File: src/rtl/jtdd_obj_rom_slot.sv
// Object-layer ROM slot: a 2-entry, 32-bit-line cache in front of the SDRAM arbiter.
// Hits answer combinationally; a miss becomes one 32-bit line read on the backend.
module jtdd_obj_rom_slot #(
  parameter int             AW     = 19,
  parameter int             SDW    = 22,
  parameter logic [SDW-1:0] OFFSET = 22'h0
) (
  input  logic           clk,
  input  logic           rst_n,
  input  logic           cs,
  input  logic [AW-1:0]  addr,
  output logic [15:0]    dout,
  output logic           ok,
  output logic [SDW-1:0] mem_addr,
  output logic           mem_req,
  input  logic           mem_ack,
  input  logic           mem_rdy,
  input  logic [31:0]    mem_data
);

  localparam int TW = AW - 1;

  typedef enum logic [1:0] {
    IDLE = 2'd0,
    REQ  = 2'd1,
    WAIT = 2'd2
  } state_t;

  state_t          state_r, state_s;
  logic [1:0]      valid_r;
  logic [TW-1:0]   tag_r [2];
  logic [31:0]     data_r [2];
  logic [TW-1:0]   ltag_r;
  logic            lru_r;
  logic            pending_r;
  logic            pend_rst_s;

  logic [TW-1:0]   req_tag_s;
  logic [SDW-1:0]  line_addr_s;
  logic [1:0]      hit_s;
  logic [1:0]      dup_s;
  logic            victim_s;
  logic [31:0]     line_s;
  logic            issue_s;
  logic            fill_s;

  assign req_tag_s   = addr[AW-1:1];
  assign line_addr_s = SDW'({req_tag_s, 1'b0});

  // Tag compare against the live address, and duplicate check for the in-flight line
  always_comb begin
    hit_s    = 2'b00;
    dup_s    = 2'b00;
    hit_s[0] = cs & valid_r[0] & (tag_r[0] == req_tag_s);
    hit_s[1] = cs & valid_r[1] & (tag_r[1] == req_tag_s);
    dup_s[0] = valid_r[0] & (tag_r[0] == ltag_r);
    dup_s[1] = valid_r[1] & (tag_r[1] == ltag_r);
    if (dup_s[0]) begin
      victim_s = 1'b0;
    end else if (dup_s[1]) begin
      victim_s = 1'b1;
    end else begin
      victim_s = lru_r;
    end
  end

  // Zero-latency read path; ok drops the same cycle addr leaves a cached line
  always_comb begin
    line_s = 32'h0;
    if (hit_s[0]) begin
      line_s = data_r[0];
    end else if (hit_s[1]) begin
      line_s = data_r[1];
    end else begin
      line_s = 32'h0;
    end
    dout = addr[0] ? line_s[31:16] : line_s[15:0];
    ok   = |hit_s;
  end

  // Next-state logic for the miss handler
  always_comb begin
    state_s = state_r;
    issue_s = 1'b0;
    fill_s  = 1'b0;
    case (state_r)
      IDLE: begin
        if (cs && !ok && !pending_r) begin
          issue_s = 1'b1;
          state_s = REQ;
        end else begin
          state_s = IDLE;
        end
      end
      REQ: begin
        if (mem_ack && mem_rdy) begin
          fill_s  = 1'b1;
          state_s = IDLE;
        end else if (mem_ack) begin
          state_s = WAIT;
        end else begin
          state_s = REQ;
        end
      end
      WAIT: begin
        if (mem_rdy) begin
          fill_s  = 1'b1;
          state_s = IDLE;
        end else begin
          state_s = WAIT;
        end
      end
      default: begin
        state_s = IDLE;
      end
    endcase
  end

  // An acked read still owes us one mem_rdy after reset; remember to swallow it
  always_comb begin
    pend_rst_s = (pending_r & ~mem_rdy)
               | ((state_r == WAIT) & ~mem_rdy)
               | ((state_r == REQ) & mem_ack & ~mem_rdy);
  end

  // Control state: FSM, request port, valid bits, LRU and the post-reset discard flag
  always_ff @(posedge clk) begin
    if (!rst_n) begin
      state_r   <= IDLE;
      valid_r   <= 2'b00;
      lru_r     <= 1'b0;
      mem_req   <= 1'b0;
      mem_addr  <= {SDW{1'b0}};
      pending_r <= pend_rst_s;
    end else begin
      state_r <= state_s;
      if (issue_s) begin
        mem_req  <= 1'b1;
        mem_addr <= OFFSET + line_addr_s;
      end else if (state_r == REQ && mem_ack) begin
        mem_req  <= 1'b0;
      end else begin
        mem_req  <= mem_req;
      end
      if (state_r == IDLE && pending_r && mem_rdy) begin
        pending_r <= 1'b0;
      end else begin
        pending_r <= pending_r;
      end
      if (fill_s) begin
        valid_r[victim_s] <= 1'b1;
        lru_r             <= ~victim_s;
      end else if (hit_s[0]) begin
        lru_r <= 1'b1;
      end else if (hit_s[1]) begin
        lru_r <= 1'b0;
      end else begin
        lru_r <= lru_r;
      end
    end
  end

  // Line storage and latched miss tag; validity is tracked separately so no reset needed
  always_ff @(posedge clk) begin
    if (issue_s && rst_n) begin
      ltag_r <= req_tag_s;
    end
    if (fill_s && rst_n) begin
      tag_r[victim_s]  <= ltag_r;
      data_r[victim_s] <= mem_data;
    end
  end

endmodule
File: config.mk
export PLATFORM = sky130hd
export DESIGN_NAME = jtdd_obj_rom_slot
export DESIGN_NICKNAME = d
export VERILOG_FILES = /design/src/rtl/jtdd_obj_rom_slot.sv
export SDC_FILE = /design/constraint.sdc
export NUM_CORES = 1
export LEC_CHECK = 0
export CORE_MARGIN = 8
export CORE_UTILIZATION = 40
export CTS_CLUSTER_DIAMETER = 120
export DETAILED_ROUTE_END_ITERATION = 7
export PLACE_DENSITY = 0.67
export SETUP_SLACK_MARGIN = 0.3
export SLEW_MARGIN = 20
export SYNTH_ARGS = -nofsm -noshare
export SYNTH_HDL_FRONTEND = slang
export SYNTH_SLANG_ARGS = --single-unit
File: constraint.sdc
create_clock -name clk -period 7.45 [get_ports clk]
set_input_delay 0.745 -clock clk [delete_from_list [all_inputs] [get_ports clk]]
set_output_delay 0.745 -clock clk [all_outputs]
set_load 0.005 [all_outputs]
# Word-level counts from Yosys, hierarchy flattened
# Memories as Yosys holds them, arrays and structs flattened.
# Cells that the tools add are included.
classes:
  eq_ne: 7
  n_mux: 26
  bitwise_logic: 15
  order_cmp: 2
  n_reduce_logical: 15
op_table:
  columns: ["op", "n"]
  rows:
  - ["== test 18 bit", 4]
  - ["2-to-1 mux 32 bit", 2]
  - ["2-to-1 mux 1 bit", 17]
  - ["2-to-1 mux 16 bit", 1]
  - ["AND 1 bit", 10]
  - ["logical AND 1 bit", 9]
  - ["2-to-1 mux 2 bit", 3]
  - ["one-hot mux 2 bit (3 select lines)", 1]
  - ["nonzero test 3 bit", 1]
  - ["== test 2 x 1 -> 1 bit (second input constant)", 1]
  - ["== test 2 bit (second input constant)", 1]
  - ["zero test 1 bit", 2]
  - ["zero test 2 bit", 1]
  - ["less-than comparator 1 x 2 -> 1 bit (second input constant)", 1]
  - ["inequality test 2 x 1 -> 1 bit (second input constant)", 1]
  - ["NOT 1 bit", 2]
  - ["bitwise OR 1 bit", 2]
  - ["bitwise OR 2 bit", 1]
  - ["one-hot mux 1 bit (2 select lines)", 1]
  - ["nonzero test 2 bit", 1]
  - ["OR reduction 2 bit", 1]
  - ["demux 1 bit (select 1 bit)", 1]
  - ["greater-or-equal comparator 1 bit (second input constant)", 1]
totals:
  ram_bits: 100
  mem_count: 2
  ff_bits: 43
mem_list:
  columns: ["name", "words", "word_bits", "rd", "rd_clocked_by_memory_dff", "write_ports", "line", "source"]
  rows:
  - ["data_r", 2, 32, 2, 0, 1, "32", "logic [31:0] data_r [2];"]
  - ["tag_r", 2, 18, 2, 0, 1, "31", "logic [TW-1:0] tag_r [2];"]

# Longest topological paths before layout
# An unclocked memory read counts as a cell.
logic_depth:
  ltp_word: 10
  depth_mapped: 8

# Worst setup path after synthesis
# No wires, ideal clock.
synth_timing:
  path_kind: "reg-to-reg"
  start: "register ltag_r[9]"
  end: "memory data_r[1][0] (enable)"
  setup_time_ns: 0.458
  path_buffers: 0
  path_stages_with_launch: 7
  period_less_slack_ns: 3.915
  t_required_ns: 6.992
  setup_slack_ns: 3.535
  arrival_ns: 3.457
  cell_sequence: "edfxtp_1 xnor2_1 nand4_1 nor4_1 a41oi_1 a41o_1 nor2_1"
synth_via:
  elab_chain_cells: 4
synth_rtl:
  columns: ["element", "line", "source"]
  rows:
  - ["from (decl)", "33", "logic [TW-1:0] ltag_r;"]
  - ["from (signal assigned)", "166", "ltag_r <= req_tag_s;"]
  - ["== test 18 bit", "57", "dup_s[1] = valid_r[1] & (tag_r[1] == ltag_r);"]
  - ["AND 1 bit", "57", null]
  - ["2-to-1 mux 1 bit", "60", "end else if (dup_s[1]) begin"]
  - ["2-to-1 mux 1 bit *", "58", "if (dup_s[0]) begin"]
  - ["to (decl)", "32", null]
# Mark *: on every way between the ends. The rest lies on a longest branch, timed or not.

# Final worst setup path
layout_timing:
  start: "input port addr[15]"
  end: "output port dout[1]"
layout_via:
  elab_chain_cells: 5
layout_rtl:
  columns: ["element", "line", "source"]
  rows:
  - ["from (decl)", "11", "input logic [AW-1:0] addr,"]
  - ["== test 18 bit", "55", "hit_s[1] = cs & valid_r[1] & (tag_r[1] == req_tag_s);"]
  - ["AND 1 bit", "55", null]
  - ["2-to-1 mux 32 bit", "72", "end else if (hit_s[1]) begin"]
  - ["2-to-1 mux 32 bit *", "70", "if (hit_s[0]) begin"]
  - ["2-to-1 mux 16 bit *", "77", "dout = addr[0] ? line_s[31:16] : line_s[15:0];"]
  - ["to (decl)", "12", "output logic [15:0] dout,"]
# Marks and branches as above.

==> metrics.md <==
| Metric | Value |
|---|---|
| Synthesized area | `slightly above 6000 sq um` |
| Post-cts resize count | `0` |
| Peak VDD IR | `0.000160 V` |
| Hold Path Stages | `2` |
| First-pass GRT wire length | `21,400 um` |
| TritonCTS Buffers | `17` |
| Die Wd | `139 um` |
| Antenna violations before repair | `0` |
| Final core occ | `0.512` |
| Slew HR | `0.379` |
| Area of the die | `slightly below 20,000 sq um` |
| Pleak | `2.51 nW` |
| Top-area cell type share of the netlist area | `0.588` |
| Via density | `5.12` |
| Slew @ Worst Pin | `0.931 ns` |
| TritonRoute pass-1 iters | `4` |
| Vias in the first global route | `3,965` |
| Initial Util | `0.404` |
| Critical path buffer and inverter count | `2` |
| Final Instance Count excl. Fillers | `between 700 and 800` |
| CP endpoint kind | `output pin` |
| Area grow syn2layout | `26.7%` |
| Via count | `3,652` |
| Syn avg cell area | `between 10 and 15 sq um` |
| Htree depth | `4` |
| WL/cell | `18.8 um` |
| Final setup fails | `0` |
| Post-synth EDFFs | `119` |
| Insertion delay to the later sink of the worst-skew pair | `a little over 0.4 ns` |
| Most common cell in the synthesized netlist | `edfxtp_1` |
| Hold Violations, Final | `0` |
| Clock transition at path regs | `~0.06 ns` |
| Ys async rst share | `0` |
| Cell repeated most along the worst path | `clkdlybuf4s50_1` |
| RSZ-0062 raised after global routing | `false` |
| Crit path DAT | `4.38 ns` |
| Core ar. | `15,000 sq um` |
| CP Class | `in -> out` |
| Clock sink count | `143` |
| R2R cell count | `6` |
| Post-CTS Setup Bufs | `0` |
| I/O Buffers | `a little over 90` |
| Fin crit share | `0.688` |
| Post-DP HPWL | `slightly above 9000 um` |
| Die H | `around 140 um` |
| Dpl cells | `roughly 680` |
| Layout cells sized above 1 | `0.101` |
| Crit path depth | `8` |
| Crit-path max FO | `36` |
| Fin Setup TNS | `0 ns` |
| Worst path slowest cell | `or2_1` |
| Ports | `96` |
| Layout Skew | `0.00838 ns` |
| Synth Warn # | `0` |
| Routability cong. | `~0.85` |
| Gate count of the mapped netlist | `approximately 420` |
| Root buffer cell | `clkbuf_16` |
| Fin. max-slew vios | `0` |
| Cts hold-fix bufs | `0` |
| Sequential share of the synthesized area | `0.667` |
| Fmax achieved | `0.195 GHz` |
| Gr ovfl total | `0` |
| Drt total wl | `~13,000 um` |
| Startpoint types | `input port` |
| # DRC | `0` |
| Antenna fix cells | `0` |
| Register area | `4050 sq um` |
| Post-synth top cells | `edfxtp_1 (119), xnor2_1 (66), nand2_1 (44)` |
| Gr usage total | `0.141` |
| Max-cap violations | `0` |
| Multi-input logic area | `1900 sq um` |
| Min Tclk post-route | `5.12 ns` |
| Fillcell total | `1,266` |
| Clock Path Buffers | `2` |
| Post-route cell area | `7690 sq um` |
| Cell Pwr Density | `roughly 230 nW/um^2` |
| Ys flop type | `edfxtp_1` |
| Largest cells by area after synthesis | `edfxtp_1 (59%), xnor2_1 (9.5%), dfxtp_1 (7.9%)` |
| Placed inst area | `slightly above 7000 sq um` |
| Crit-path cells | `clkdlybuf4s50_1, xor2_1, or4_1, nor4_2, nand4_4, or2_1, o221a_2, clkdlybuf4s50_1` |
| Post-synth top area cell | `edfxtp_1` |
| Antenna Violating Nets Remaining | `0` |
| Nets | `roughly 570` |
| Row count | `45` |
| Status | `complete, no violations` |
| Drt initial violations | `between 200 and 250` |
| Worst Hold Class | `reg -> reg` |
| Yosys reg bits | `143` |
| Top cell family by delay on the critical path | `simple AND/OR/NAND/NOR gates` |
| CP required | `6.70 ns` |
| Largest net degree at the start of global routing | `47` |
| CTS tree | `yes` |
| Slowest stage delay, CP | `0.64 ns` |
| Distinct cells, synth | `42` |
## metal layers
metal / part of all wire / vias up / global-route usage
met2: 0.46 / 132 / 0.225
met3: 0.067 / 11 / 0.0510
met4: 0.012 / 0 / 0.0416
met5: 0 / - / 0
met1: 0.46 / 1776 / 0.178
li1: - / 1733 / -
## cell usage in the layout, fill, tap and decap left out, types with 2 or more instances in the layout
cell             instances
a21oi_1                 17
and2_1                   2
buf_4                    3
bufinv_16                2
clkbuf_16               17
clkdlybuf4s50_1         91
clkinv_1                 6
clkinv_2                 3
clkinvlp_4               4
conb_1                   4
dfxtp_1                 24
edfxtp_1               119
ha_1                     4
inv_1                    3
mux2_1                   3
mux2_2                  13
mux2i_1                 18
nand2_1                 44
nand3_1                  2
nand4_1                 15
nor2_1                   2
nor2b_1                  2
nor4_1                   3
o21ai_0                 17
o221a_1                 12
o221a_2                  5
or4_1                    2
xnor2_1                 66
xor2_1                   6
## tightest hold or removal path, stage by stage, from the launching register on
cell     delay, ns
dfxtp_1       0.31
nand2_1       0.05
mux2i_1       0.05
## cell families (layout without fill, tap and decap cells)
kind of cell | Yosys count | in the layout | share of synthesized area
compound gates | 57 | 57 | 0.0680
xor+xnor | 72 | 72 | 0.104
fa+ha+maj | 4 | 4 | 0.00824
buf+inv | 25 | 130 | 0.0245
flops | 143 | 143 | 0.667
mux | 34 | 34 | 0.0593
other cells | 1 | 4 | 0.000617
simple gates | 81 | 81 | 0.0682
## layout make-up
type	count	area share
flip-flops and latches	143	0.527
multi-input cells	252	0.247
repair buffers	94	0.121
clock buffers	17	0.0553
well taps	188	0.0306
clock inverters	15	0.0166
inverters	4	0.00260
## power breakdown
group	internal [mW]	total [mW]	switching, mW
sequential	0.879	0.889	0.0101
clock	0.482	0.790	0.307
combinational	0.0596	0.110	0.0503
## worst paths after layout
| kind | startpoint | end | slack, ns |
|---|---|---|---|
| worst max-delay path | addr[15] | dout[1] | 2.33 |
| worst min register to register | mem_addr[18] | mem_addr[18] | 0.46 |
| worst max register to register | tag_r[1][15] | ltag_r[9] | 3.50 |
| worst min-delay path | mem_addr[18] | mem_addr[18] | 0.46 |
## state kept, by name, summed over array words and instances (netlist names)
name and cells:
data_r 64, tag_r 36, ltag_r 18, mem_addr 18, state_r 2, valid_r 2
lru_r 1, mem_req 1, pending_r 1
## per-stage QoR
step	setup WS [ns]	total power, mW	hold slack [ns]
after floorplan	3.54	0.950	0.446
after global placement	2.39	1.01	0.444
after detailed placement	2.28	1.02	0.450
after CTS	2.29	1.80	0.458
after global routing	2.08	1.85	0.482
final	2.33	1.79	0.456
(Power assumes the default switching activity.)
